[src/rtl/dds_bus_pkg.sv]
// Shared constants for the DDS register-write sequencer: register map, CTRL bits, sequencer states.
// No logic; no latency or backpressure of its own.
package dds_bus_pkg;

  localparam int unsigned ADDR_FREQ_LO  = 0;
  localparam int unsigned ADDR_FREQ_HI  = 1;
  localparam int unsigned ADDR_PHASE    = 2;
  localparam int unsigned ADDR_WAVE_SEL = 3;
  localparam int unsigned ADDR_RAM_PTR  = 4;
  localparam int unsigned ADDR_RAM_DATA = 5;
  localparam int unsigned ADDR_CTRL     = 6;

  localparam int unsigned CTRL_RUN    = 0;
  localparam int unsigned CTRL_SCLR   = 1;
  localparam int unsigned CTRL_ERRCLR = 2;

  typedef enum logic {
    IDLE    = 1'b0,
    LO_HELD = 1'b1
  } seq_state_t;

endpackage

[src/rtl/bus_strobe_sync.sv]
// Synchronises the async MCU write strobe and captures addr/data while the strobe is low.
// Latency: wr_evt is high for one cycle, 2 clk edges after the first edge that samples bus_wr_n high.
// Backpressure: none; a strobe shorter than 2 clk may be missed.
module bus_strobe_sync #(
  parameter int ADDR_W = 4
) (
  input  logic              clk,
  input  logic              rst_n,
  input  logic              bus_wr_n,
  input  logic [ADDR_W-1:0] bus_addr,
  input  logic [15:0]       bus_data,
  output logic              wr_evt,
  output logic [ADDR_W-1:0] cap_addr,
  output logic [15:0]       cap_data
);

  logic s1, s2, s3;

  // Idle level is high so a strobe still low at reset release yields exactly one event.
  always_ff @(posedge clk or negedge rst_n) begin
    if (!rst_n) begin
      s1       <= 1'b1;
      s2       <= 1'b1;
      s3       <= 1'b1;
      cap_addr <= '0;
      cap_data <= '0;
    end else begin
      s1 <= bus_wr_n;
      s2 <= s1;
      s3 <= s2;
      if (!s1) begin
        cap_addr <= bus_addr;
        cap_data <= bus_data;
      end
    end
  end

  assign wr_evt = s2 & ~s3;

endmodule

[src/rtl/dds_bus_ctrl.sv]
// Register-write sequencer from the MCU bus to the DDS datapath (freq/phase/wave latch/wave-RAM loader).
// Latency: registers and 1-cycle pulses update 3 clk edges after the bus_wr_n rise; DDS_READBACK_EN adds a registered read port.
// Backpressure: none; the MCU is trusted to space its writes.
module dds_bus_ctrl
  import dds_bus_pkg::*;
#(
  parameter int ADDR_W = 4,
  parameter int RAM_AW = 10
) (
  input  logic              clk,
  input  logic              rst_n,
  input  logic [ADDR_W-1:0] bus_addr,
  input  logic [15:0]       bus_data,
  input  logic              bus_wr_n,
`ifdef DDS_READBACK_EN
  input  logic              bus_rd_n,
  output logic [15:0]       rd_data,
`endif
  output logic [15:0]       otdata,
  output logic              cs,
  output logic [31:0]       freq_word,
  output logic              freq_upd,
  output logic [15:0]       phase_word,
  output logic              phase_upd,
  output logic              ram_we,
  output logic [RAM_AW-1:0] ram_addr,
  output logic [15:0]       ram_data,
  output logic              run_en,
  output logic              seq_err
);

  localparam logic [ADDR_W-1:0] A_FREQ_LO  = ADDR_W'(ADDR_FREQ_LO);
  localparam logic [ADDR_W-1:0] A_FREQ_HI  = ADDR_W'(ADDR_FREQ_HI);
  localparam logic [ADDR_W-1:0] A_PHASE    = ADDR_W'(ADDR_PHASE);
  localparam logic [ADDR_W-1:0] A_WAVE_SEL = ADDR_W'(ADDR_WAVE_SEL);
  localparam logic [ADDR_W-1:0] A_RAM_PTR  = ADDR_W'(ADDR_RAM_PTR);
  localparam logic [ADDR_W-1:0] A_RAM_DATA = ADDR_W'(ADDR_RAM_DATA);
  localparam logic [ADDR_W-1:0] A_CTRL     = ADDR_W'(ADDR_CTRL);

  logic              wr_evt;
  logic [ADDR_W-1:0] cap_addr;
  logic [15:0]       cap_data;
  logic [15:0]       freq_lo;
  logic [RAM_AW-1:0] ptr;
  seq_state_t        state, state_nxt;

  bus_strobe_sync #(.ADDR_W(ADDR_W)) u_sync (
    .clk      (clk),
    .rst_n    (rst_n),
    .bus_wr_n (bus_wr_n),
    .bus_addr (bus_addr),
    .bus_data (bus_data),
    .wr_evt   (wr_evt),
    .cap_addr (cap_addr),
    .cap_data (cap_data)
  );

  always_ff @(posedge clk or negedge rst_n) begin
    if (!rst_n) state <= IDLE;
    else        state <= state_nxt;
  end

  always_comb begin
    state_nxt = state;
    if (wr_evt) begin
      case (cap_addr)
        A_FREQ_LO: state_nxt = LO_HELD;
        A_FREQ_HI: state_nxt = IDLE;
        A_CTRL:    if (cap_data[CTRL_SCLR]) state_nxt = IDLE;
        default:   state_nxt = state;
      endcase
    end
  end

  always_ff @(posedge clk or negedge rst_n) begin
    if (!rst_n) begin
      otdata     <= '0;
      cs         <= 1'b0;
      freq_word  <= '0;
      freq_upd   <= 1'b0;
      phase_word <= '0;
      phase_upd  <= 1'b0;
      ram_we     <= 1'b0;
      ram_addr   <= '0;
      ram_data   <= '0;
      run_en     <= 1'b0;
      seq_err    <= 1'b0;
      freq_lo    <= '0;
      ptr        <= '0;
    end else begin
      cs        <= 1'b0;
      freq_upd  <= 1'b0;
      phase_upd <= 1'b0;
      ram_we    <= 1'b0;
      if (wr_evt) begin
        case (cap_addr)
          A_FREQ_LO: freq_lo <= cap_data;
          A_FREQ_HI: begin
            // An orphan high half still commits, but flags the missing low half.
            freq_word <= {cap_data, freq_lo};
            freq_upd  <= 1'b1;
            if (state == IDLE) seq_err <= 1'b1;
          end
          A_PHASE: begin
            phase_word <= cap_data;
            phase_upd  <= 1'b1;
          end
          A_WAVE_SEL: begin
            otdata <= cap_data;
            cs     <= 1'b1;
          end
          A_RAM_PTR: ptr <= cap_data[RAM_AW-1:0];
          A_RAM_DATA: begin
            ram_addr <= ptr;
            ram_data <= cap_data;
            ram_we   <= 1'b1;
            ptr      <= ptr + RAM_AW'(1);
          end
          A_CTRL: begin
            run_en <= cap_data[CTRL_RUN];
            // Soft clear wins over the error clear; the run bit always applies.
            if (cap_data[CTRL_SCLR]) begin
              freq_word  <= '0;
              phase_word <= '0;
              freq_lo    <= '0;
              ptr        <= '0;
            end else if (cap_data[CTRL_ERRCLR]) begin
              seq_err <= 1'b0;
            end
          end
          default: seq_err <= 1'b1;
        endcase
      end
    end
  end

`ifdef DDS_READBACK_EN
  always_ff @(posedge clk or negedge rst_n) begin
    if (!rst_n) begin
      rd_data <= '0;
    end else if (bus_rd_n) begin
      rd_data <= '0;
    end else begin
      case (bus_addr)
        A_FREQ_LO: rd_data <= freq_word[15:0];
        A_FREQ_HI: rd_data <= freq_word[31:16];
        A_PHASE:   rd_data <= phase_word;
        A_WAVE_SEL: rd_data <= otdata;
        A_RAM_PTR: rd_data <= 16'(ptr);
        A_CTRL:    rd_data <= {13'b0, seq_err, 1'b0, run_en};
        default:   rd_data <= '0;
      endcase
    end
  end
`endif

endmodule

[config.mk]
export PLATFORM = sky130hd
export DESIGN_NAME = dds_bus_ctrl
export DESIGN_NICKNAME = d
export VERILOG_FILES = /design/src/rtl/dds_bus_pkg.sv /design/src/rtl/bus_strobe_sync.sv /design/src/rtl/dds_bus_ctrl.sv
export SDC_FILE = /design/constraint.sdc
export NUM_CORES = 1
export LEC_CHECK = 0
export ABC_AREA = 1
export CORE_ASPECT_RATIO = 1.25
export CORE_MARGIN = 8
export CORE_UTILIZATION = 63
export DETAILED_ROUTE_END_ITERATION = 8
export DONT_BUFFER_PORTS = 1
export PLACE_DENSITY = 0.79
export SETUP_SLACK_MARGIN = 0.5
export SYNTH_ARGS = -nofsm -noshare
export SYNTH_HDL_FRONTEND = slang
export SYNTH_SLANG_ARGS = --single-unit
[constraint.sdc]
create_clock -name clk -period 2 [get_ports clk]
set_input_delay 0.4 -clock clk [delete_from_list [all_inputs] [get_ports clk]]
set_output_delay 0.4 -clock clk [all_outputs]
set_load 0.05 [all_outputs]
==> metrics.txt <==
# TYPE chip_impl_metric gauge
chip_impl_info{name="unrepaired_setup_endpoints_after_global_routing",value="yes"} 1
chip_impl_metric{name="synthToLayoutAreaGrowth",unit="%"} 40.78
chip_impl_metric{name="timing.reg2reg.setup_slack",unit="ps"} 190
chip_impl_metric{name="setup-tns-final",unit="ps"} 0
chip_impl_metric{name="synthSimpleGateAreaFrac",unit="%"} 19.78
chip_impl_metric{name="ant_nets",unit=""} 0
chip_impl_metric{name="post_synth_num_cell_types",unit=""} 27
chip_impl_metric{name="share_of_layout_cells_above_drive_strength_1",unit="%"} 38.85
chip_impl_metric{name="number_of_maximum_capacitance_constraint_violations",unit=""} 0
chip_impl_metric{name="timing_max_transition_violations_final",unit=""} 0
chip_impl_metric{name="placeableCoreArea",unit="um2"} 9125
chip_impl_metric{name="cts_num_sinks",unit=""} 146
chip_impl_metric{name="die_width",unit="um"} 102.5
chip_impl_info{name="violated_checks",value="negative hold slack"} 1
chip_impl_metric{name="slew_headroom",unit="%"} 60.88
chip_impl_info{name="clock_tree.root_cell",value="clkbuf_16"} 1
chip_impl_metric{name="postCtsHoldBufs",unit=""} 1
chip_impl_metric{name="cp_data_arrival_time",unit="ps"} 2150
chip_impl_metric{name="antenna_found_initial",unit=""} 0
chip_impl_metric{name="clock_path_buffers",unit=""} 2
chip_impl_metric{name="total_leakage_power",unit="nW"} 3.868
chip_impl_info{name="cts_tree",value="yes"} 1
chip_impl_metric{name="place.detailed.hpwl",unit="mm"} 9.846
chip_impl_info{name="worstPathCellList",value="inv_2 -> nor2_4 -> nand2_8 -> nor2_4 -> nand2_8 -> nand2_8 -> buf_16 -> nand3_1 -> nand2_1"} 1
chip_impl_metric{name="muxShareOfSynthArea",unit="%"} 0
chip_impl_metric{name="routed-via-count",unit=""} 5479
chip_impl_metric{name="hold_viol_final",unit=""} 146
chip_impl_metric{name="routabilityCongestion",unit=""} 0.9476
chip_impl_info{name="timing.critical_path.to_type",value="register"} 1
chip_impl_metric{name="clock_tree.htree_level_count",unit=""} 4
chip_impl_metric{name="place.detailed.instances",unit=""} 754
chip_impl_metric{name="syn_area_per_cell",unit="um2"} 9.040
chip_impl_metric{name="r2r.worst_path.cells",unit=""} 9
chip_impl_metric{name="grt_overflow",unit=""} 0
chip_impl_metric{name="dieHeight",unit="um"} 124.1
chip_impl_metric{name="netlist_instances",unit=""} 652
chip_impl_metric{name="report.final.setup_viol",unit=""} 0
chip_impl_metric{name="adder_and_majority_gate_portion_of_the_synthesized_area",unit="%"} 0.2123
chip_impl_metric{name="wl_per_cell",unit="um"} 26.86
chip_impl_metric{name="preCtsSetupSlack",unit="ps"} 171.5
chip_impl_info{name="worstSetupStartpoint",value="u_sync.cap_addr[1]"} 1
chip_impl_metric{name="numPortBuffers",unit=""} 0
chip_impl_info{name="top_signal_layer_used",value="met4"} 1
chip_impl_metric{name="initial_utilization",unit="%"} 64.60
chip_impl_metric{name="post-route-drc-count",unit=""} 0
chip_impl_metric{name="number_of_synthesized_register_bits",unit=""} 146
chip_impl_info{name="outcome",value="finished, violations left"} 1
chip_impl_info{name="critical_path.most_common_cell",value="nand2_8"} 1
chip_impl_info{name="kind_of_cell_adding_the_most_delay_to_the_critical_path",value="simple AND/OR/NAND/NOR gates"} 1
chip_impl_info{name="crit_path_start_kind",value="register"} 1
chip_impl_info{name="final_cell_mix",value="125 x dfrtp_1, 93 x nand2_1, 58 x inv_1"} 1
chip_impl_metric{name="fin_skew",unit="ps"} 12.08
chip_impl_metric{name="clock_insertion_delay_worst_skew",unit="ps"} 430
chip_impl_info{name="timing.hold.worst.class",value="in -> async"} 1
chip_impl_metric{name="n_antenna_cell",unit=""} 0
chip_impl_metric{name="power_density",unit="nW/um2"} 1482
chip_impl_metric{name="grt_pass1_wl",unit="mm"} 26.66
chip_impl_metric{name="grt_use_total",unit="%"} 28.35
chip_impl_info{name="layout.cells.most_common",value="dfrtp_1"} 1
chip_impl_metric{name="detail_route.vias_per_cell",unit=""} 6.554
chip_impl_metric{name="route.met2.wl",unit="mm"} 11.33
chip_impl_info{name="crit_type",value="reg -> reg"} 1
chip_impl_info{name="crit-reg2reg-capture",value="freq_word[12]"} 1
chip_impl_metric{name="i_o_pin_total",unit=""} 119
chip_impl_metric{name="synth-compound-area-share",unit="%"} 11.10
chip_impl_metric{name="wl",unit="mm"} 22.46
chip_impl_metric{name="fillerInstances",unit=""} 340
chip_impl_metric{name="achievable-frequency",unit="MHz"} 552.5
chip_impl_metric{name="path_clk_slew",unit="ps"} 60
chip_impl_metric{name="layoutNonFillerInstCount",unit=""} 836
chip_impl_metric{name="cts_inserted_buffers",unit=""} 17
chip_impl_metric{name="synthesis.nets",unit=""} 676
chip_impl_info{name="synth_top_family_by_area",value="simple AND/OR/NAND/NOR gates"} 1
chip_impl_metric{name="dieArea",unit="um2"} 12730
chip_impl_metric{name="synthXorXnorAreaFrac",unit="%"} 0
chip_impl_metric{name="critPathMaxFanout",unit=""} 12
chip_impl_metric{name="number_of_global_route_vias_before_repair",unit=""} 4877
chip_impl_metric{name="netlist_area",unit="um2"} 5894
chip_impl_metric{name="timing_worst_slew_pin_value",unit="ps"} 586.8
chip_impl_info{name="slowest_stage",value="dfrtp_1"} 1
chip_impl_metric{name="detail_route.iter0.violations",unit=""} 557
chip_impl_metric{name="critical_path_depth",unit=""} 9
chip_impl_metric{name="core.rowCount",unit=""} 39
chip_impl_metric{name="vdd_ir_drop_max",unit="mV"} 1.318
chip_impl_metric{name="fin_nets",unit=""} 725
chip_impl_metric{name="met3_length",unit="mm"} 2.390
chip_impl_metric{name="crit_path_max_incr_delay",unit="ps"} 420
chip_impl_metric{name="first_pass_iters",unit=""} 6
chip_impl_metric{name="critPathBufInv",unit=""} 2
chip_impl_metric{name="fin_crit",unit="ps"} 1810
chip_impl_metric{name="grt_max_degree",unit=""} 147
chip_impl_metric{name="wl_met1",unit="mm"} 6.949
chip_impl_info{name="worstReg2RegStart",value="u_sync.cap_addr[1]"} 1
chip_impl_metric{name="worst-endpoint-required",unit="ps"} 2340
chip_impl_metric{name="synth_warnings",unit=""} 0
chip_impl_metric{name="fin_crit_sh",unit="%"} 90.49
chip_impl_info{name="cp-endpoint",value="freq_word[12]"} 1
chip_impl_metric{name="hold_slack",unit="ps"} -325.5
chip_impl_metric{name="final_critical_path_setup_slack",unit="ps"} 190.1
chip_impl_metric{name="synth-seq-area-share",unit="%"} 62.05
==> cells in the mapped netlist, drive strengths merged <==
library cell | count | share of area [%]
o21a | 1 | 0.13
a21oi | 37 | 3.1
o22ai | 2 | 0.21
inv | 70 | 4.5
nor3 | 1 | 0.085
dfrtp | 143 | 61
nand3 | 44 | 3.7
dfstp | 3 | 1.3
or2 | 1 | 0.11
nand2 | 161 | 11
buf | 14 | 1.5
o21ba | 1 | 0.17
ha | 1 | 0.21
clkbuf | 14 | 0.89
o21ai | 87 | 7.5
nand4 | 2 | 0.21
nor2 | 70 | 5.1
==> power breakdown <==
part | switching, W | internal [W] | leakage [nW]
combinational | 0.00107 | 0.000828 | 1.72
clock | 0.00123 | 0.00243 | 0.333
sequential | 0.00300 | 0.00374 | 1.81
==> per-layer routing <==
layer | up-vias | GRT usage, %
li1 | 2179 | -
met1 | 2653 | 30.98
met2 | 479 | 48.74
met3 | 168 | 8.333
met4 | 0 | 15.00
met5 | - | 0
==> worst min path at each step <==
stage / cells past startpoint / to / slack (ps) / startpoint
after CTS: 0 / phase_word[14] / -330 / rst_n
after global placement: 0 / ram_data[10] / 110 / rst_n
after detailed placement: 0 / ram_data[5] / 110 / rst_n
after floorplan: 0 / cs / 100 / rst_n
final: 0 / ram_data[6] / -330 / rst_n
after global routing: 0 / ram_data[6] / -340 / rst_n
==> state kept, by name, indices dropped and copies added (netlist names) <==
register,cells
freq_word,32
freq_lo,16
otdata,16
phase_word,16
ram_data,16
u_sync.cap_data,16
ptr,10
ram_addr,10
u_sync.cap_addr,4
cs,1
freq_upd,1
phase_upd,1
ram_we,1
run_en,1
seq_err,1
state,1
u_sync.s1,1
u_sync.s2,1
u_sync.s3,1
==> timing repair <==
item,in CTS,in global routing
endpoints found under the hold margin,147,146
gates resized for setup,103,241
setup buffers,23,9
pin swaps,9,23
cloned,7,11
setup endpoints to repair,118,136
==> cells by family after synthesis <==
family	count (synthesis)
AO/OA/AOI/OAI	128
adder cells (fa/ha/maj)	1
AND/OR/NAND/NOR	279
buffers and inverters	98
flip-flops	146
==> worst reg2reg max path, stage by stage (launching register included) <==
cell and delay [ps]:
dfrtp_1 420, inv_2 100, nor2_4 220, nand2_8 90
nor2_4 180, nand2_8 100, nand2_8 160, buf_16 170
nand3_1 130, nand2_1 160
==> layout make-up <==
type,count,area [um2],area share (%)
flip-flops and latches,146,3684,44.39
multi-input cells,408,2650,31.94
repair buffers,54,778.2,9.379
clock buffers,21,470.5,5.669
inverters,70,299.0,3.604
clock inverters,10,203.9,2.458
well taps,123,153.9,1.855
repair inverters,4,58.81,0.7087
==> through the flow <==
step                      power (W)  cell area, um2  utilization, %
after floorplan            0.007090            5911               -
after global placement     0.007474            5984           65.58
after detailed placement   0.007564            5984           65.58
after CTS                   0.01144            7340           80.43
after global routing        0.01258            8298           90.94
final                       0.01230            8298           90.94
Note: power is estimated with default switching activity, not from simulation.
